--- config.mk ---
export PLATFORM = sky130hd
export DESIGN_NAME = fetch_sequencer
export DESIGN_NICKNAME = d
export VERILOG_FILES = /design/src/rtl/fetch_sequencer.sv
export SDC_FILE = /design/constraint.sdc
export NUM_CORES = 1
export LEC_CHECK = 0
export BUFFER_PORTS_ARGS = -buffer_cell sky130_fd_sc_hd__buf_2
export CAP_MARGIN = 20
export CORE_MARGIN = 8
export CORE_UTILIZATION = 42
export DETAILED_ROUTE_END_ITERATION = 6
export GPL_TIMING_DRIVEN = 0
export MAX_ROUTING_LAYER = met4
export PLACE_DENSITY_LB_ADDON = 0.05
export SLEW_MARGIN = 20
export SYNTH_ARGS = -nofsm -noshare
export SYNTH_HDL_FRONTEND = slang
export SYNTH_SLANG_ARGS = --single-unit
--- constraint.sdc ---
create_clock -name CLK -period 2.2 [get_ports CLK]
set_clock_uncertainty 0.2 [all_clocks]
set_input_delay 0.22 -clock CLK [delete_from_list [all_inputs] [get_ports CLK]]
set_output_delay 0.22 -clock CLK [all_outputs]
set_load 0.05 [all_outputs]
--- src/rtl/fetch_sequencer.sv ---
// fetch_sequencer
//   Instruction-fetch control FSM. On a FETCH request in IDLE it holds a
//   memory read request (M_REQ, M_ADDR = PC) until the memory acknowledges,
//   a jump aborts the fetch, or TIMEOUT cycles pass without an acknowledge
//   (FAULT). An acknowledged word is strobed into the external instruction
//   storage register with MIS, then IR_VALID pulses for one cycle and the
//   PC advances by one.
//
// Parameters
//   RESET_PC  PC value after reset
//   TIMEOUT   WAIT cycles without M_ACK before FAULT (1..255)
//
// Ports
//   CLK       rising-edge clock
//   CLR       asynchronous active-high reset
//   FETCH     request one fetch (sampled in IDLE only)
//   JMP       load PC from JMP_ADDR; aborts an in-flight fetch
//   JMP_ADDR  jump target
//   M_ACK     memory read complete (data valid on the memory bus this cycle)
//   M_REQ     memory read request
//   M_ADDR    read address (always the PC)
//   MIS       load strobe for the instruction storage register
//   IR_VALID  one-cycle pulse: instruction register holds a new word
//   PC_OUT    current PC
//   BUSY      state is not IDLE
//   FAULT     fetch timed out; waiting for JMP or CLR
module fetch_sequencer #(
    parameter logic [15:0] RESET_PC = 16'h0000,
    parameter int unsigned TIMEOUT  = 15
) (
    input  logic        CLK,
    input  logic        CLR,
    input  logic        FETCH,
    input  logic        JMP,
    input  logic [15:0] JMP_ADDR,
    input  logic        M_ACK,
    output logic        M_REQ,
    output logic [15:0] M_ADDR,
    output logic        MIS,
    output logic        IR_VALID,
    output logic [15:0] PC_OUT,
    output logic        BUSY,
    output logic        FAULT
);

    typedef enum logic [1:0] {
        S_IDLE  = 2'd0,
        S_WAIT  = 2'd1,
        S_DONE  = 2'd2,
        S_FAULT = 2'd3
    } state_t;

    // Last counter value that may still see an acknowledge before faulting.
    localparam logic [7:0] WAIT_LAST = 8'(TIMEOUT - 1);

    state_t      state;
    logic [15:0] pc;
    logic [7:0]  wait_cnt;

    always_ff @(posedge CLK or posedge CLR) begin
        if (CLR) begin
            state    <= S_IDLE;
            pc       <= RESET_PC;
            wait_cnt <= 8'd0;
        end else begin
            case (state)
                S_IDLE: begin
                    // A jump in the same cycle as FETCH wins; the fetch is dropped.
                    if (JMP) begin
                        pc <= JMP_ADDR;
                    end else if (FETCH) begin
                        state    <= S_WAIT;
                        wait_cnt <= 8'd0;
                    end
                end
                S_WAIT: begin
                    if (JMP) begin
                        pc    <= JMP_ADDR;
                        state <= S_IDLE;
                    end else if (M_ACK) begin
                        pc    <= pc + 16'd1;
                        state <= S_DONE;
                    end else if (wait_cnt == WAIT_LAST) begin
                        state <= S_FAULT;
                    end else begin
                        wait_cnt <= wait_cnt + 8'd1;
                    end
                end
                S_DONE: begin
                    if (JMP) begin
                        pc <= JMP_ADDR;
                    end
                    state <= S_IDLE;
                end
                S_FAULT: begin
                    if (JMP) begin
                        pc    <= JMP_ADDR;
                        state <= S_IDLE;
                    end
                end
                default: state <= S_IDLE;
            endcase
        end
    end

    // Status outputs are pure decodes of the state register, so they follow
    // the asynchronous reset immediately and never depend on inputs.
    assign M_REQ    = (state == S_WAIT);
    assign IR_VALID = (state == S_DONE);
    assign BUSY     = (state != S_IDLE);
    assign FAULT    = (state == S_FAULT);
    assign M_ADDR   = pc;
    assign PC_OUT   = pc;

    // MIS is combinational so the storage register captures the bus on the
    // same edge that ends the acknowledge cycle. A jump discards the word,
    // and CLR is gated in directly so the strobe drops without waiting for
    // the state register.
    assign MIS = (state == S_WAIT) & M_ACK & ~JMP & ~CLR;

endmodule

Word level (Yosys, flattened, before mapping)
Index checks and enable logic that the tools add are counted.
{"block": "totals", "wordCells": 47, "out_inout_bits": 37, "regBits": 26}
{"block": "op_classes", "n_reduce_logical": 7, "muxes": 17, "eq_ne": 13, "add_sub_neg": 2, "n_bitwise": 5}
{"operator": "16-bit 2-to-1 mux", "n": 3}
{"operator": "8-bit 2-to-1 mux", "n": 5}
{"operator": "16-bit case mux with 2 select lines", "n": 1}
{"operator": "16-bit by 1-bit adder with 16-bit output, second input constant", "n": 1}
{"operator": "8-bit case mux with 2 select lines", "n": 1}
{"operator": "2-bit 2-to-1 mux", "n": 6}
{"operator": "2-bit != test, second input constant", "n": 6}
{"operator": "8-bit by 1-bit adder with 8-bit output, second input constant", "n": 1}
{"operator": "8-bit by 4-bit == test with 1-bit output, second input constant", "n": 1}
{"operator": "2-bit case mux with 4 select lines", "n": 1}
{"operator": "6-bit AND reduction", "n": 1}
{"operator": "2-bit == test, second input constant", "n": 2}
{"operator": "4-bit by 3-bit != test with 1-bit output, second input constant", "n": 1}
{"operator": "4-bit AND reduction", "n": 1}
{"operator": "2-bit nonzero test", "n": 2}
{"operator": "1-bit AND", "n": 3}
{"operator": "3-bit != test, second input constant", "n": 1}
{"operator": "3-bit OR reduction", "n": 1}
{"operator": "2-bit by 1-bit == test with 1-bit output, second input constant", "n": 1}
{"operator": "2-bit logical NOT", "n": 1}
{"operator": "2-bit by 1-bit != test with 1-bit output, second input constant", "n": 1}
{"operator": "1-bit NOT", "n": 2}
{"operator": "2-bit AND reduction", "n": 1}

Logic depth before layout (Yosys ltp)
Gate-level depths: netlist of run 1.
{"block": "depth", "depth_word": 5, "mapped_depth": 6, "depth_no_buf": 6}

Least setup slack after synthesis of run 1
Ideal clock, no wire load.
{"block": "synth_path", "kind": "reg2out", "start": "reg state[1]", "end": "out MIS", "path_buffers": 0, "t_required_ns": 1.780, "t_arrival_ns": 2.048, "stages_incl_launch_ff": 5, "setup_slack_ns": -0.268, "path_cell_list": "dfrtp_1 -> nand2b_1 -> inv_2 -> nand2_1 -> nor3_1"}
{"block": "synth_between", "elab_chain_len": 4}
{"item": "start: declaration", "line_no": "56", "source": "state_t state;"}
{"item": "start signal: assignment", "line_no": "62", "source": "state <= S_IDLE;"}
{"item": "start signal: assignment", "line_no": "72", "source": "state <= S_WAIT;"}
{"item": "start signal: assignment", "line_no": "79", "source": "state <= S_IDLE;"}
{"item": "2-bit by 1-bit == test with 1-bit output"}
{"item": "net M_REQ", "line_no": "37", "source": "output logic M_REQ,"}
{"item": "1-bit AND (3 in series)", "line_no": "119", "source": "assign MIS = (state == S_WAIT) & M_ACK & ~JMP & ~CLR;"}
{"item": "end: declaration", "line_no": "39", "source": "output logic MIS,"}
The timed path passes the listed nets, and every way through them passes these cells.

Worst setup path after layout of run 1
{"block": "layout_path", "start": "reg state[1]", "end": "reg wait_cnt[1]"}
{"block": "layout_between", "elab_chain_len": 3}
{"item": "2-bit by 1-bit == test with 1-bit output / 2-bit logical NOT (equally long branches)", "line_no": "66", "source": "case (state)"}
{"item": "2-bit != test (no line) / 2-bit nonzero test (equally long branches)"}
{"item": "6-bit AND reduction (no line)"}
{"item": "end signal: assignment", "line_no": "86", "source": "wait_cnt <= wait_cnt + 8'd1;"}
{"item": "end: declaration", "line_no": "58", "source": "logic [7:0] wait_cnt;"}
Parallel ways exist; a longest one is shown, timed or not.
A chain may end at the register's enable or synchronous reset.

==> results of run 1 <==
==> cells by family (layout without fill, tap and decap cells) <==
kind of cell / count (synthesis) / after routing
muxes: 4 / 4
buffers and inverters: 30 / 105
and+or+nand+nor: 76 / 76
adders and majority gates: 3 / 3
DFF: 26 / 26
AOI/OAI and AO/OA: 32 / 32
xor gates and xnor gates: 13 / 13
==> stage by stage <==
stage          setup TNS (ps)  instances  total power (W)
6_report                    0        309         0.001372
5_1_grt                -19.76        309         0.001447
4_1_cts                     0        307         0.001380
3_5_place_dp                0        290         0.001081
3_3_place_gp                0        290         0.001078
2_1_floorplan               0        184        0.0009598
==> critical path: stages (launching register included) <==
cell	delay, ps
dfrtp_1	450
or4b_4	610
a21oi_4	200
or2_2	200
mux2_1	330
==> state kept, by name, summed over array words and instances, names as in the netlist <==
signal,flops
M_ADDR,16
wait_cnt,8
state,2
==> how the worst min path moves through the flow <==
stage	startpoint	to	slack, ps	cells past startpoint
after floorplan	CLR	M_ADDR[0]	60	1
after global placement	JMP_ADDR[2]	M_ADDR[2]	230	3
after detailed placement	JMP_ADDR[13]	M_ADDR[13]	230	3
after CTS	JMP	M_ADDR[15]	20	2
after global routing	JMP	M_ADDR[15]	30	2
final	JMP	M_ADDR[15]	20	2
==> power groups by stage <==
stage | combinational (W) | clock, W | sequential (W)
final | 0.000530 | 0.000275 | 0.000567
after floorplan | 0.000292 | 0 | 0.000668
after global placement | 0.000502 | 0 | 0.000576
after CTS | 0.000527 | 0.000285 | 0.000568
after detailed placement | 0.000504 | 0 | 0.000577
after global routing | 0.000569 | 0.000301 | 0.000577
==> timing repair <==
| item | CTS | global route |
|---|---|---|
| pin swaps | 0 | 1 |
| resized for setup | 1 | 2 |
| buffers inserted | 0 | 1 |
| hold buffers | 14 | 1 |
| hold endpoints to repair | 14 | 26 |
| endpoints found under the setup margin | 1 | 2 |
==> area by class of cell <==
class | count | area [µm²] | share of cell area, %
clock buffer | 3 | 41.29 | 1.854
multi-input combinational | 128 | 852.1 | 38.26
sequential | 26 | 650.6 | 29.21
timing repair buffer | 72 | 437.9 | 19.66
tap | 50 | 62.56 | 2.809
buffer | 23 | 156.4 | 7.022
inverter | 7 | 26.28 | 1.180
==> cells in the mapped netlist (all sizes together) <==
cell type  instances
and3               1
mux2i              3
nand4b             2
xnor2              9
a221oi             1
dfrtp             26
buf               19
and4               1
clkbuf             4
ha                 3
or2                3
o21a               1
nor3               7
a22o               1
and4b              1
a211oi             1
nand2b             5
inv                7
nand3              8
a2111oi            1
o31a               2
and2               2
a21oi              3
nor4               4
xor2               4
nand2             22
nor3b              1
o21ai             18
mux2               1
nand4              6
a31oi              4
nor2               8
and4bb             1
or4b               1
or3                1
nor2b              2
==> metal layers <==
metal	wire length [µm]	share of wire, %	track usage (%)
met2	1882	45	22.20
met5	0	0	-
met4	47	1.1	4.444
met3	296	7.0	3.160
met1	1985	47	18.29
==> flow_metrics.py, run 1 <==
metrics = {
    "clock_network": {
        "cts_sinks": 26,
        "clock_latency_ps": 270,
        "clockBufferDepth": 2,
        "cts.clk_slew.worst_paths_ps": 90,
        "numCtsBuffers": 3,
        "cts_root_buffer": "clkbuf_8",
        "cts_tree": "yes",
        "htree_levels": 1,
    },
    "timing": {
        "setup_violations": 0,
        "finalCriticalPeriod_ps": 2101,
        "worst_pin_slew_ps": 569.3,
        "drv_slew": 0,
        "fin_hold_ws_ps": 24.12,
        "timing.fmax_ghz": 0.4761,
        "hold_viol_final": 0,
        "fin_crit_sh_pct": 95.48,
        "rsz0062_at_grt": "true",
        "max_slew_margin_pct": 61.99,
        "fin_ws_ps": 99.43,
    },
    "run": {
        "max_cap_viol_count": 0,
    },
    "final_layout": {
        "n_antenna_cell": 0,
        "nFillCells": 385,
        "syn_to_final_growth_pct": 34.14,
        "design_area_um2": 2227,
        "mostFrequentLayoutCells": "buf_2 (58), dfrtp_1 (26), nand2_1 (22)",
        "drive_above_1_share_pct": 35.14,
        "fin_util_pct": 56.91,
        "final_common_cell": "buf_2",
        "num-nets-final": 285,
    },
    "route": {
        "drtAntennaViolNets": 0,
        "vias": 1505,
        "dr.pass1.iters": 4,
        "detail_route.wl_per_cell_um": 13.63,
        "viasPerCell": 4.871,
        "drc": 0,
        "drt-total-wl_mm": 4.211,
        "drtIter0Drc": 70,
    },
    "power_and_ir_drop": {
        "p_seq_share_pct": 41.4,
        "switchingPower_w": 0.0005638,
        "p_int_w": 0.0008081,
        "powerDensity_nw_per_um2": 616.0,
        "p_leak_nw": 1.033,
        "p_comb_share_pct": 38.6,
        "clkPwrFrac_pct": 20.0,
        "swShare_pct": 41.10,
        "peakVddDrop_uv": 268.3,
    },
    "synth": {
        "synthXorXnorAreaFrac_pct": 6.858,
        "ys_warn_count": 0,
        "yosys_register_bits": 26,
        "syn_inst": 184,
        "synth_top_family_by_area": "simple AND/OR/NAND/NOR gates",
        "synth_compound_area_share_pct": 13.04,
        "synth_cell_types": 43,
        "synth_simple_gate_area_share_pct": 25.17,
        "synth_mux_area_share_pct": 2.487,
        "synth_adder_area_share_pct": 2.261,
        "netlist_top_cells_area": "dfrtp_1 (39%), buf_4 (7.2%), nand2_1 (5.0%), xnor2_1 (4.7%), o21ai_0 (3.0%)",
        "synth_top_area_cell": "dfrtp_1",
        "synth.avg_cell_area_um2": 9.024,
        "syn-num-nets": 208,
        "ys_seq_area_share_pct": 39.19,
        "syn_area_um2": 1660,
        "synth_top_area_share_pct": 39.19,
    },
    "worst_setup_path": {
        "arrival_ps": 2060,
        "ff2ff_path_depth": 4,
        "worstSetupEndpoint": "wait_cnt[1]",
        "cp-start-kind": "flip-flop",
        "end_kind": "flip-flop",
        "ff2ff_setup_slack_ps": 100,
        "worstReg2RegStart": "state[1]",
        "path_max_fanout": 9,
        "rr_endpoint": "wait_cnt[1]",
        "worstPathRequired_ps": 2160,
        "worstSetupPathType": "reg2reg",
        "crit_start": "state[1]",
    },
    "global_routing": {
        "grt_pass1_vias": 1501,
        "grt_pass1_wl_mm": 7.086,
        "grt_usage_pct": 14.35,
        "grt_max_degree": 27,
        "antenna_found_initial": 0,
        "gr-total-overflow": 0,
    },
    "placed_design": {
        "postPlaceCellArea_um2": 2008,
        "numPortBuffers": 56,
        "hpwlAfterDp_mm": 3.090,
        "gp_congestion": 0.7612,
        "pre_cts_ws_ps": 29.02,
    },
    "hold_path": {
        "worstHoldPathType": "in2reg",
    },
    "die": {
        "row_count": 23,
        "num_io_pins": 58,
        "start_util_pct": 42.42,
        "fp.dieArea_um2": 6221,
        "coreArea_um2": 3914,
        "die_w_um": 78.88,
        "die_y_um": 78.88,
    },
    "status": {
        "status": "finished, final reports clean",
    },
}
No activity file was read; power rests on OpenSTA's default activity.
==> run 2: changes to the inputs <==
PLACE_DENSITY = 0.69   (was not set)
PLACE_DENSITY_LB_ADDON = not set   (was 0.05)
SETUP_SLACK_MARGIN = 0.05   (was not set)
==> flow_metrics.py, run 2 (same netlist as run 1, synthesis figures left out) <==
metrics = {
    "status": {
        "status": "finished, final reports clean",
    },
    "final_layout": {
        "final_common_cell": "buf_2",
        "num-nets-final": 288,
        "nFillCells": 368,
        "syn_to_final_growth_pct": 37.38,
        "largest_reg_flops": 16,
        "drive_above_1_share_pct": 37.26,
        "mostFrequentLayoutCells": "buf_2 (58), dfrtp_1 (22), nand2_1 (22)",
    },
    "placed_design": {
        "numPortBuffers": 56,
        "gp_congestion": 0.8044,
        "hpwlAfterDp_mm": 3.170,
    },
    "worst_setup_path": {
        "worstPathRequired_ps": 2160,
        "path_max_fanout": 9,
        "arrival_ps": 1990,
        "worstSetupPathType": "reg2reg",
        "cp-start-kind": "flip-flop",
        "end_kind": "flip-flop",
    },
    "die": {
        "start_util_pct": 42.42,
        "fp.dieArea_um2": 6221,
        "die_y_um": 78.88,
        "die_w_um": 78.88,
        "row_count": 23,
        "num_io_pins": 58,
        "coreArea_um2": 3914,
    },
    "global_routing": {
        "met1_usage_pct": 18.16,
        "grt_max_degree": 27,
        "grt_pass1_wl_mm": 7.369,
        "use_met3_pct": 2.596,
        "grtUsageMet2_pct": 23.45,
        "grt_usage_pct": 14.79,
        "top_usage_layer": "met2",
        "gr-total-overflow": 0,
        "grt_pass1_vias": 1591,
        "antenna_found_initial": 0,
    },
    "power_and_ir_drop": {
        "peakVddDrop_uv": 276.9,
        "power.total_w": 0.001419,
        "p_leak_nw": 1.049,
        "powerDensity_nw_per_um2": 621.9,
    },
    "route": {
        "vias": 1572,
        "drc": 0,
        "viasPerCell": 5.006,
        "detail_route.wl_per_cell_um": 13.75,
        "drtIter0Drc": 57,
        "drtAntennaViolNets": 0,
        "drt-total-wl_mm": 4.318,
        "dr.pass1.iters": 4,
    },
    "clock_network": {
        "clock_latency_ps": 270,
        "htree_levels": 1,
        "cts_root_buffer": "clkbuf_8",
        "clockBufferDepth": 2,
        "cts_tree": "yes",
        "cts_sinks": 26,
        "numCtsBuffers": 3,
        "cts.clk_slew.worst_paths_ps": 90,
    },
    "timing": {
        "timing.fmax_ghz": 0.4916,
        "setup_violations": 0,
        "worst_pin_slew_ps": 585.2,
        "hold_viol_final": 0,
        "fin_crit_sh_pct": 92.47,
        "rsz0062_at_grt": "false",
        "finalCriticalPeriod_ps": 2034,
        "drv_slew": 0,
        "fin_hold_ws_ps": 18.37,
        "max_slew_margin_pct": 60.68,
    },
    "hold_path": {
        "worstHoldPathType": "in2reg",
    },
    "run": {
        "max_cap_viol_count": 0,
    },
}
-- run 2: changes by cell type in the layout (fill, tap and decap cells not counted), sizes merged --
cell / delta
buf: +3
diode: +1
inv: -1
clkinv: +1
clkbuf: +1
-- run 2: final timing paths --
path / from / slack, ps / to / cells after the start
worst max-delay path: state[1] / 170 / wait_cnt[1] / 4
worst min-delay path: M_ACK / 20 / state[0] / 2
worst max register to register: state[1] / 170 / wait_cnt[1] / 4
worst min register to register: wait_cnt[7] / 300 / wait_cnt[7] / 1
max in group asynchronous: CLR / 1100 / M_ADDR[0] / 4
min in group asynchronous: CLR / 260 / M_ADDR[1] / 3
-- run 2: what timing repair did --
action                                  in CTS  in global routing
hold endpoints to repair                    14                 12
endpoints found under the setup margin       1                  3
buffers inserted                             1                  2
hold buffers                                14                  1
pin swaps                                    0                  1
gates resized for setup                      2                  3
-- run 2: per-layer routing --
metal	vias to the layer above	part of all wire, %	wire length (µm)
li1	790	-	-
met1	736	46	1986
met2	42	47	2025
met3	4	5.7	247
met4	0	1.4	60
met5	-	0	0
-- run 2: layout make-up --
class | count | area, µm² | area share [%]
plain buffers | 23 | 156.4 | 6.857
multi-input cells | 128 | 854.6 | 37.47
repair buffers | 75 | 467.9 | 20.52
flip-flops and latches | 26 | 655.6 | 28.74
clock buffers | 4 | 55.05 | 2.414
well taps | 50 | 62.56 | 2.743
inverters | 7 | 26.28 | 1.152
diodes | 1 | 2.502 | 0.1097
-- run 2: critical path, stage by stage, from the launching register on --
cell and delay (ps):
dfrtp_2 460, or4b_4 600, a21oi_4 180, or2_4 180, mux2_1 310
-- run 2: where the power goes --
| group | switching, W | total, W | internal (W) |
|---|---|---|---|
| Sequential | 0.0000520 | 0.000568 | 0.000516 |
| Clock | 0.000154 | 0.000315 | 0.000160 |
| Combinational | 0.000361 | 0.000536 | 0.000175 |
-- run 2: stage by stage --
stage	std cells	utilization (%)	instance area (µm²)	setup WS (ps)	setup TNS (ps)
2_1_floorplan	184	-	1669	154.4	0
3_3_place_gp	290	51.41	2012	15.23	0
3_5_place_dp	290	51.41	2012	-29.56	-29.56
4_1_cts	309	56.94	2228	84.31	0
5_1_grt	313	58.22	2278	60.80	0
6_report	314	58.28	2281	165.7	0
